--- config.mk ---
export PLATFORM = sky130hd
export DESIGN_NAME = adder_delay_pipe
export DESIGN_NICKNAME = d
export VERILOG_FILES = /design/src/rtl/adder_delay_pipe.sv
export SDC_FILE = /design/constraint.sdc
export NUM_CORES = 1
export LEC_CHECK = 0
export ABC_AREA = 1
export BUFFER_PORTS_ARGS = -buffer_cell sky130_fd_sc_hd__buf_2
export CORE_MARGIN = 3
export CORE_UTILIZATION = 42
export DETAILED_ROUTE_END_ITERATION = 16
export PLACE_DENSITY = 0.82
export SETUP_SLACK_MARGIN = 0.5
export SLEW_MARGIN = 20
export SYNTH_ARGS = -nofsm -noshare
export SYNTH_HDL_FRONTEND = slang
export SYNTH_SLANG_ARGS = --single-unit
--- constraint.sdc ---
create_clock -name clk -period 1.21 [get_ports clk]
set_input_delay 0.1815 -clock clk [delete_from_list [all_inputs] [get_ports clk]]
set_output_delay 0.1815 -clock clk [all_outputs]
set_load 0.02 [all_outputs]
--- src/rtl/adder_delay_pipe.sv ---
// adder_delay_pipe: clocked adder whose result appears LATENCY cycles after
// the operands are sampled. MODE=0 passes every sample (transport delay);
// MODE=1 only passes operand sets held stable for LATENCY cycles (inertial
// delay) and counts the rejected ones.
module adder_delay_pipe #(
    parameter int WIDTH   = 4,
    parameter int LATENCY = 3,
    parameter int MODE    = 0,
    parameter int CNT_W   = 8
) (
    input  logic             clk,
    input  logic             rst,
    input  logic             in_valid,
    input  logic [WIDTH-1:0] a,
    input  logic [WIDTH-1:0] b,
    input  logic             ci,
    output logic             out_valid,
    output logic [WIDTH-1:0] sum,
    output logic             co,
    output logic             glitch_drop,
    output logic [CNT_W-1:0] drop_count
);

    localparam int OPS_W = 2 * WIDTH + 1;

    // Operand bundle layout: {a, b, ci}
    function automatic logic [WIDTH:0] add_ops(input logic [OPS_W-1:0] ops);
        return {1'b0, ops[OPS_W-1:WIDTH+1]} + {1'b0, ops[WIDTH:1]} + {{WIDTH{1'b0}}, ops[0]};
    endfunction

    logic [OPS_W-1:0] w_ops;
    logic             w_commit_v;
    logic [WIDTH:0]   w_commit_res;

    logic             r_out_valid;
    logic [WIDTH-1:0] r_sum;
    logic             r_co;

    assign w_ops = {a, b, ci};

    generate
        if (MODE == 0) begin : g_transport
            logic [WIDTH:0] w_full;
            assign w_full = add_ops(w_ops);

            if (LATENCY == 1) begin : g_direct
                assign w_commit_v   = in_valid;
                assign w_commit_res = w_full;
            end else begin : g_shift
                // The last stage of the delay line feeds the output register,
                // so the line is one entry shorter than LATENCY.
                logic           r_pv [LATENCY-1];
                logic [WIDTH:0] r_pd [LATENCY-1];

                // Shift {valid, co, sum} one stage per clock.
                always_ff @(posedge clk) begin
                    if (rst) begin
                        for (int k = 0; k < LATENCY - 1; k++) begin
                            r_pv[k] <= 1'b0;
                            r_pd[k] <= '0;
                        end
                    end else begin
                        r_pv[0] <= in_valid;
                        r_pd[0] <= w_full;
                        for (int k = 1; k < LATENCY - 1; k++) begin
                            r_pv[k] <= r_pv[k-1];
                            r_pd[k] <= r_pd[k-1];
                        end
                    end
                end

                assign w_commit_v   = r_pv[LATENCY-2];
                assign w_commit_res = r_pd[LATENCY-2];
            end

            assign glitch_drop = 1'b0;
            assign drop_count  = '0;
        end else begin : g_inertial
            localparam int AGE_W = $clog2(LATENCY + 1);
            localparam logic [AGE_W-1:0] AGE_LAT = AGE_W'(LATENCY);
            localparam logic [AGE_W-1:0] AGE_ONE = AGE_W'(1);

            logic             r_pending;
            logic [OPS_W-1:0] r_cand;
            logic [AGE_W-1:0] r_age;
            logic             r_last_valid;
            logic [OPS_W-1:0] r_last;
            logic             r_glitch;
            logic [CNT_W-1:0] r_drop;

            logic             w_restart;
            logic             w_capture;
            logic             w_load;
            logic [OPS_W-1:0] w_cand_nxt;
            logic [AGE_W-1:0] w_age_nxt;

            // Decide restart/capture/commit for the coming edge. A restart
            // replaces the candidate, so an old candidate that would have
            // committed on the same edge is dropped instead. With LATENCY=1 a
            // freshly loaded candidate commits on its own load edge.
            always_comb begin
                w_restart    = 1'b0;
                w_capture    = 1'b0;
                w_load       = 1'b0;
                w_cand_nxt   = r_cand;
                w_age_nxt    = r_age + AGE_ONE;
                w_commit_v   = 1'b0;
                w_restart    = in_valid && r_pending && (w_ops != r_cand);
                w_capture    = in_valid && !r_pending && (!r_last_valid || (w_ops != r_last));
                w_load       = w_restart || w_capture;
                if (w_load) begin
                    w_cand_nxt = w_ops;
                    w_age_nxt  = AGE_ONE;
                end
                w_commit_v   = (w_load || r_pending) && (w_age_nxt == AGE_LAT);
                w_commit_res = add_ops(w_cand_nxt);
            end

            // Candidate, age and last-committed tracking plus drop reporting.
            always_ff @(posedge clk) begin
                if (rst) begin
                    r_pending    <= 1'b0;
                    r_cand       <= '0;
                    r_age        <= '0;
                    r_last_valid <= 1'b0;
                    r_last       <= '0;
                    r_glitch     <= 1'b0;
                    r_drop       <= '0;
                end else begin
                    r_glitch <= w_restart;
                    if (w_restart && (r_drop != '1)) begin
                        r_drop <= r_drop + CNT_W'(1);
                    end
                    r_cand <= w_cand_nxt;
                    if (w_commit_v) begin
                        r_pending    <= 1'b0;
                        r_age        <= '0;
                        r_last_valid <= 1'b1;
                        r_last       <= w_cand_nxt;
                    end else if (w_load || r_pending) begin
                        r_pending <= 1'b1;
                        r_age     <= w_age_nxt;
                    end
                end
            end

            assign glitch_drop = r_glitch;
            assign drop_count  = r_drop;
        end
    endgenerate

    // Output register: pulse valid, hold the last committed sum otherwise.
    always_ff @(posedge clk) begin
        if (rst) begin
            r_out_valid <= 1'b0;
            r_sum       <= '0;
            r_co        <= 1'b0;
        end else begin
            r_out_valid <= w_commit_v;
            if (w_commit_v) begin
                {r_co, r_sum} <= w_commit_res;
            end
        end
    end

    assign out_valid = r_out_valid;
    assign sum       = r_sum;
    assign co        = r_co;

endmodule

==> metrics.md <==
| Metric | Value |
|---|---|
| Hold Path Depth | 3 |
| CTS root buf | clkbuf_4 |
| Clk pin slew, worst setup/hold paths | 0.09 ns |
| Final period util | 0.880 |
| Total power | 1.15 mW |
| Final setup viols | 0 |
| Die W | 48.0 um |
| Largest net degree at the start of global routing | 13 |
| Core footprint | 1580 um^2 |
| Status | finished clean |
| GP Congestion | 0.694 |
| Clk network pwr share | 0.240 |
| Crit path required time | 1.39 ns |
| Switching Share | 0.264 |
| Reg2reg setup slack | 0.53 ns |
| Switching Power | 303 uW |
| Syn avg cell area | 8.31 um^2 |
| Worst VDD drop | 0.000473 V |
| Worst r2r src | g_transport.g_shift.r_pv[0][1] |
| Commonest cells after routing, fill and taps aside | 18 x nor2_1, 11 x inv_1, 11 x dfxtp_1 |
| Reg power frac | 0.568 |
| Number of global-route vias before repair | 467 |
| Hold WS | 0.0965 ns |
| Layout Cells excl Fill | 126 |
| Most Used Layer, Global Route | met2 |
| Area Overhead vs Synth | 28.4% |
| WL/cell | 9.58 um |
| CTS tree | yes |
| Nets@finish | 129 |
| Max-Cap Viols | 0 |
| IO buf count | 17 |
| Max Buffers Root-to-Sink | 2 |
| Drc violations | 0 |
| Final Hold Vio Count | 0 |
| Reg-to-reg endpoint | sum[0] |
| Setup crit end kind | flip-flop |
| Post-Syn Area | 739 um^2 |
| Initial antenna violation count | 0 |
| Drt pass-1 iters | 2 |
| I/O pin cnt | 27 |
| Die area | 2300 um^2 |
| Via-per-instance ratio | 4.28 |
| Startpoint Class | primary input |
| Setup slack after layout | 0.145 ns |
| Antenna cells | 0 |
| Final clock skew | 0.00292 ns |
| H-tree depth | 1 |
| CP max FO | 2 |
| Hold_sp | in_valid |
| Via count | 539 |
| Fraction of layout cells with a size suffix above 1 | 0.464 |
| Synthesized flop and latch total | 18 |
| Arr. time, crit path | 1.24 ns |
| DP Wirelength | 889 um |
| Initial Utilization | 0.469 |
| Synth Warn # | 0 |
| Tot GR Track Use | 0.117 |
| Power per cell area | 1210 nW/um^2 |
| Int Pwr | 844 uW |
| Met3 Use GR | 0.0376 |
| RSZ-0062 raised after global routing | yes |
| Leak | 0.483 nW |
| Worst slack, placed | -0.188 ns |
| Inst Count DP | 120 |
| Gr ovfl total | 0 |
| Logic pwr share | 0.192 |
| Die H | 48.0 um |
| Minimum clock period | 1.07 ns |
| HP Class | primary input to flip-flop |
| Met2 Track Usage GR | 0.195 |
| Initial DRC count | 6 |
| FP Rows | 14 |
| Clock Sinks | 18 |
| First-pass GRT wire length | 1770 um |
| WHS Endpoint | g_transport.g_shift.r_pv[0][0] |
| Antenna Violating Nets Remaining | 0 |
| Met1 usage | 0.109 |
| Netlist cell types | 14 |
| Post-CTS Hold Fix Bufs | 0 |
| Num CTS Buffers | 3 |
| Clock latency on the worst-skew pair | 0.28 ns |
| Post-Synthesis Cells | 89 |
| Commonest non-fill, non-tap cell in the layout | nor2_1 |
| Reg2Reg Depth | 3 |
| Total Wirelength | 1210 um |
| Max Transition Viols Final | 0 |
| Sequential share of the synthesized area | 0.487 |
| Kind of critical path | primary input to flip-flop |
| FILL cells | 153 |
| Fmax | 939 MHz |
-- timing repair --
action,CTS,global route
hold endpoints to repair,0,0
setup endpoints to repair,15,16
buffers inserted,1,2
pin swaps,5,6
gates resized for setup,22,20
gates cloned,0,0
-- power groups by stage --
| stage | combinational [mW] | clock [mW] | sequential [mW] |
|---|---|---|---|
| after floorplan | 0.134 | 0 | 0.669 |
| after global placement | 0.162 | 0 | 0.658 |
| after detailed placement | 0.169 | 0 | 0.660 |
| after CTS | 0.189 | 0.286 | 0.651 |
| after global routing | 0.247 | 0.313 | 0.656 |
| final | 0.220 | 0.275 | 0.652 |
-- Yosys cell counts, drive strengths merged --
library cell | number | area (um^2)
a21oi | 3 | 15.0
o21ai | 5 | 25.0
ha | 3 | 37.5
nor2 | 23 | 86.3
dfxtp | 18 | 360
buf | 10 | 72.6
nand2 | 7 | 28.8
inv | 16 | 60.1
fa | 2 | 40.0
nand3 | 1 | 10.0
conb | 1 | 3.75
-- metrics by stage --
step	util	instance area, um^2	setup TNS, ns
floorplan	-	774	0
global placement	0.512	807	-0.320
detailed placement	0.512	807	-0.387
CTS	0.566	892	0
global route	0.602	950	0
finish	0.602	950	0
-- worst max-delay path, cell delays in order --
cell and delay (ns):
buf_6 0.09, fa_2 0.39, inv_2 0.07, fa_2 0.20, inv_2 0.04, nand2_2 0.06, nand2_2 0.05, a21oi_2 0.10
nor2_1 0.04
-- cells by family after synthesis --
family | Yosys count | synth area share
AOI/OAI and AO/OA | 8 | 0.0541
adders and majority gates | 5 | 0.105
buffers and inverters | 26 | 0.179
DFF | 18 | 0.487
other | 1 | 0.00507
and+or+nand+nor | 31 | 0.169
-- registers in the layout (all words and copies together), names as in the netlist --
| register | cells |
|---|---|
| g_transport.g_shift.r_pd | 10 |
| sum | 4 |
| out_valid | 1 |
| g_transport.g_shift.r_pv | 2 |
| co | 1 |
-- layer usage --
| metal | wire length (um) | vias to the layer above | part of all wire |
|---|---|---|---|
| met4 | 36 | 0 | 0.030 |
| met5 | 0 | - | 0 |
| li1 | - | 286 | - |
| met3 | 84 | 4 | 0.070 |
| met1 | 413 | 229 | 0.34 |
| met2 | 672 | 20 | 0.56 |
-- how the worst max path moves through the flow --
stage | from | end | slack, ns | depth (start not counted)
2_1_floorplan | a[0] | g_transport.g_shift.r_pd[0][4] | 0.002 | 8
3_3_place_gp | a[0] | g_transport.g_shift.r_pd[0][4] | -0.15 | 9
3_5_place_dp | a[0] | g_transport.g_shift.r_pd[0][4] | -0.19 | 9
4_1_cts | ci | g_transport.g_shift.r_pd[0][4] | 0.14 | 9
5_1_grt | a[0] | g_transport.g_shift.r_pd[0][4] | 0.10 | 9
6_report | a[0] | g_transport.g_shift.r_pd[0][4] | 0.14 | 9
-- layout make-up --
type / instances / area (um^2) / share of cell area
inverter: 16 / 62.6 / 0.0659
multi-input combinational: 53 / 315 / 0.332
tap: 16 / 20.0 / 0.0211
timing repair buffer: 20 / 158 / 0.166
clock buffer: 3 / 22.5 / 0.0237
sequential: 18 / 372 / 0.391
No activity file was read; power rests on OpenSTA's default activity.
